### src/rtl/temporizador_regresivo.sv
// Loadable down-counting timer with a programmable prescaler and a one-cycle expiry pulse.
// Build option: define TEMPORIZADOR_AUTO_RELOAD_EN for periodic operation (reload on expiry, DONE unused).
module temporizador_regresivo #(
    parameter int WIDTH    = 4,
    parameter int PRESCALE = 1
) (
    input  logic             clk,
    input  logic             rst,
    input  logic             en,
    input  logic             load,
    input  logic [WIDTH-1:0] load_val,
    output logic [WIDTH-1:0] cont_out,
    output logic             busy,
    output logic             done
);

    localparam int PRE_W = (PRESCALE > 1) ? $clog2(PRESCALE) : 1;
    localparam logic [PRE_W-1:0] PRE_LAST = PRE_W'(PRESCALE - 1);

    typedef enum logic [1:0] {
        IDLE = 2'd0,
        RUN  = 2'd1,
        DONE = 2'd2
    } state_t;

    // Registered FSM state; kept as a named signal so checkers can bind to it.
    state_t           state;
    state_t           state_nxt;
    logic [PRE_W-1:0] pre_cnt;
    logic [PRE_W-1:0] pre_nxt;
    logic [WIDTH-1:0] cont_nxt;
    logic             done_nxt;

`ifdef TEMPORIZADOR_AUTO_RELOAD_EN
    logic [WIDTH-1:0] reload_q;
    logic [WIDTH-1:0] reload_nxt;
`endif

    // Load protocol: load is a single-cycle strobe with no handshake. Whenever it is
    // sampled high it wins over en, expiry and the DONE cycle; only rst outranks it.
    // A zero load_val parks the timer in IDLE instead of starting it.
    always_comb begin
        state_nxt = state;
        cont_nxt  = cont_out;
        pre_nxt   = pre_cnt;
        done_nxt  = 1'b0;
`ifdef TEMPORIZADOR_AUTO_RELOAD_EN
        reload_nxt = reload_q;
`endif
        if (load) begin
            cont_nxt  = load_val;
            pre_nxt   = '0;
`ifdef TEMPORIZADOR_AUTO_RELOAD_EN
            reload_nxt = load_val;
`endif
            state_nxt = (load_val != '0) ? RUN : IDLE;
        end else begin
            unique case (state)
                IDLE: begin
                    state_nxt = IDLE;
                end
                RUN: begin
                    if (en) begin
                        if (pre_cnt == PRE_LAST) begin
                            pre_nxt = '0;
                            if (cont_out == WIDTH'(1)) begin
                                done_nxt = 1'b1;
`ifdef TEMPORIZADOR_AUTO_RELOAD_EN
                                cont_nxt  = reload_q;
                                state_nxt = RUN;
`else
                                cont_nxt  = '0;
                                state_nxt = DONE;
`endif
                            end else begin
                                cont_nxt = cont_out - WIDTH'(1);
                            end
                        end else begin
                            pre_nxt = pre_cnt + PRE_W'(1);
                        end
                    end
                end
                DONE: begin
                    state_nxt = IDLE;
                end
                default: begin
                    state_nxt = IDLE;
                end
            endcase
        end
    end

    // busy is its own flop so it changes on the same edge as the state it mirrors.
    always_ff @(posedge clk or posedge rst) begin
        if (rst) begin
            state    <= IDLE;
            cont_out <= '0;
            pre_cnt  <= '0;
            done     <= 1'b0;
            busy     <= 1'b0;
`ifdef TEMPORIZADOR_AUTO_RELOAD_EN
            reload_q <= '0;
`endif
        end else begin
            state    <= state_nxt;
            cont_out <= cont_nxt;
            pre_cnt  <= pre_nxt;
            done     <= done_nxt;
            busy     <= (state_nxt == RUN);
`ifdef TEMPORIZADOR_AUTO_RELOAD_EN
            reload_q <= reload_nxt;
`endif
        end
    end

endmodule

### config.mk
export PLATFORM = sky130hd
export DESIGN_NAME = temporizador_regresivo
export DESIGN_NICKNAME = d
export VERILOG_FILES = /design/src/rtl/temporizador_regresivo.sv
export SDC_FILE = /design/constraint.sdc
export NUM_CORES = 1
export LEC_CHECK = 0
export CAP_MARGIN = 20
export CORE_AREA = 2 2 39 41
export CTS_CLUSTER_SIZE = 25
export DETAILED_ROUTE_END_ITERATION = 6
export DIE_AREA = 0 0 41 43
export HOLD_SLACK_MARGIN = 0.03
export PLACE_DENSITY = 0.58
export SYNTH_ARGS = -nofsm -noshare
export SYNTH_HDL_FRONTEND = slang
export SYNTH_SLANG_ARGS = --single-unit
export TNS_END_PERCENT = 10
### constraint.sdc
create_clock -name clk -period 1.34 [get_ports clk]
set_input_delay 0.268 -clock clk [delete_from_list [all_inputs] [get_ports clk]]
set_output_delay 0.268 -clock clk [all_outputs]
set_load 0.005 [all_outputs]
==> impl_metrics.tcl <==
set metrics [dict create \
    wl_met3_um 25 \
    fmax_ghz 0.727 \
    drt-met1-wl_um 470 \
    cp_slowest_cell "dfrtp_1" \
    crit_type "reg2reg" \
    via_per_inst 4.85 \
    cts_tree "yes" \
    dr_wl_met2_um 526 \
    cts_root_buf "clkbuf_4" \
    numClockSinks 8 \
    finalCritPeriodShare_pct 103 \
    cp_num_buf_inv 2 \
    setup_viol 2 \
    grt_use_total_pct 14.6 \
    ys_ff_latch 8 \
    cp.required_ns 1.51 \
    die_x_um 41 \
    synth_area_sq_um 433 \
    hpwlAfterDp_um 816 \
    hold_viol 0 \
    setup_ws_ns -0.0358 \
    remaining_drc_errors 0 \
    p_per_area_nw_per_um2 921 \
    cts_buffers 3 \
    drt-total-wl_um 1040 \
    path_max_fanout 5 \
    maxSlewHeadroom_pct 74.9 \
    cpPeakStageDelay_ns 0.39 \
    layout_common_cells "10 x buf_4, 8 x dfrtp_1, 7 x clkdlybuf4s50_1, 4 x inv_1" \
    max_cap_viol_count 0 \
    swShare_pct 26.3 \
    worstPathCellList "buf_6 > inv_1 > ha_1 > nand4b_1 > or3_1 > a21oi_2" \
    fin_crit_ns 1.38 \
    synth_cells 39 \
    die_h_um 43 \
    drt-wirelength-per-cell_um 12.9 \
    syn2layout_area_growth_pct 63.3 \
    cts.clk_slew.worst_paths_ns 0.05 \
    report.final.slew_viol_count 0 \
    outcome "complete, but fails checks" \
    nFillCells 130 \
    rows 14 \
    ys_seq_area_share_pct 46.2 \
    hold_buffers 0 \
    port_buffers 13 \
    ir_drop_uv 361 \
    num_io_pins 14 \
    critPathTopFamily "simple AND/OR/NAND/NOR gates" \
    finalPower_uw 651 \
    synth_warnings 0 \
    rsz0062_at_grt "true" \
    grt_pass1_vias 433 \
    antenna_left 0 \
    insertion_delay_ns 0.24 \
    p_sw_uw 171 \
    antenna_cells 0 \
    die_area_sq_um 1760 \
    pwr-share-clk_pct 27.6 \
    hold_path.class "in2async" \
    htreeDepth 1 \
    synth_cell_type_count 20 \
    grt_pass1_wl_um 1730 \
    startpoint_type "flip-flop" \
    synth_nets 49 \
    cellLeakagePower_uw 0.000349 \
    p_int_uw 480 \
    final_common_cell "buf_4" \
    p_seq_share_pct 43.4 \
    first_iter_violations 2 \
    fin_nets 77 \
    postSynthAreaPerCell_sq_um 11.1 \
    overflow 0 \
    drt_pass1_iterations 4 \
    worstMarginPinSlew_ns 0.372 \
    violations "setup timing" \
    cts_buffer_depth 2 \
    start_util_pct 31.3 \
    fin_util_pct 51.1 \
    post_cts_buffers 0 \
    vias 393 \
    coreArea_sq_um 1380 \
    grt_max_degree 9 \
    fin_skew_ns 0.000290 \
    place.gp.congestion 0.717 \
    route.top_layer_used "met4" \
    antenna_found_initial 0 \
    pwr-share-comb_pct 28.9 \
    cp-end-kind "flip-flop" \
    arrival_ns 1.55 \
    layout-drive-gt1-share_pct 33.8 \
]
## path summary, 6_finish.rpt
kind,startpoint,endpoint,slack [ns],cells after the start
setup / recovery,cont_out[0],cont_out[2],-0.04,6
hold / removal,rst,done,0.28,2
setup reg to reg,cont_out[0],cont_out[2],-0.04,6
hold reg to reg,state[1],busy,0.57,2
max in group asynchronous,rst,busy,0.81,2
min in group clk,state[1],busy,0.57,2
## synth_stat cells
| library cell | instances | area [sq um] |
|---|---|---|
| o22a_1 | 1 | 8.76 |
| nor3b_1 | 3 | 22.5 |
| dfrtp_1 | 8 | 200 |
| or3_1 | 2 | 12.5 |
| nand3b_4 | 1 | 20.0 |
| o41ai_2 | 1 | 16.3 |
| mux2_2 | 1 | 11.3 |
| nor2b_1 | 1 | 6.26 |
| o21a_1 | 1 | 7.51 |
| nand4b_1 | 1 | 8.76 |
| a2bb2oi_1 | 1 | 8.76 |
| inv_1 | 5 | 18.8 |
| or3_4 | 1 | 11.3 |
| nand2_1 | 1 | 3.75 |
| a21oi_1 | 3 | 15.0 |
| o41ai_1 | 1 | 8.76 |
| a211o_1 | 1 | 8.76 |
| o21ai_0 | 3 | 15.0 |
| clkbuf_1 | 1 | 3.75 |
| ha_1 | 2 | 25.0 |
## timing repair
action	CTS	global route
pin swaps	2	2
setup endpoints to repair	9	10
gates resized for setup	7	7
## final cells by class
class | count | area [sq um] | share of cell area (%)
multi-input combinational | 25 | 228 | 32.2
inverter | 5 | 18.8 | 2.65
sequential | 8 | 200 | 28.3
tap | 16 | 20.0 | 2.83
clock buffer | 3 | 22.5 | 3.19
timing repair buffer | 24 | 218 | 30.8
## sequential cells by signal (all words and copies together) (netlist names)
| register | flops |
|---|---|
| cont_out | 4 |
| busy | 1 |
| done | 1 |
| state | 2 |
## power groups by stage
stage	sequential, uW	clock [uW]	combinational, uW
after floorplan	286	0	71.0
after global routing	286	209	211
final	283	180	188
after detailed placement	283	0	192
after CTS	280	185	186
after global placement	282	0	190
## logic make-up after synthesis
family	after synthesis	share of synthesized area, %
AOI/OAI and AO/OA	12	20.5
adders and majority gates	2	5.78
buffers and inverters	6	5.20
DFF	8	46.2
muxes	1	2.60
and+or+nand+nor	10	19.7
## per-stage QoR
stage | instance area (sq um) | setup slack, ns | setup TNS [ns] | instances | hold slack [ns]
3_3_place_gp | 672 | -0.165 | -0.864 | 79 | 0.536
5_1_grt | 707 | -0.0879 | -0.211 | 81 | 0.317
4_1_cts | 693 | -0.0759 | -0.244 | 82 | 0.290
3_5_place_dp | 672 | -0.216 | -1.04 | 79 | 0.548
2_1_floorplan | 435 | 0.00826 | 0 | 39 | 0.0837
6_report | 707 | -0.0358 | -0.0544 | 81 | 0.284
## routing by layer
layer	global-route usage, %	vias up
li1	-	195
met1	18.6	188
met2	21.9	8
met3	1.57	2
met4	10.0	0
met5	0	-
(Power assumes the default switching activity.)
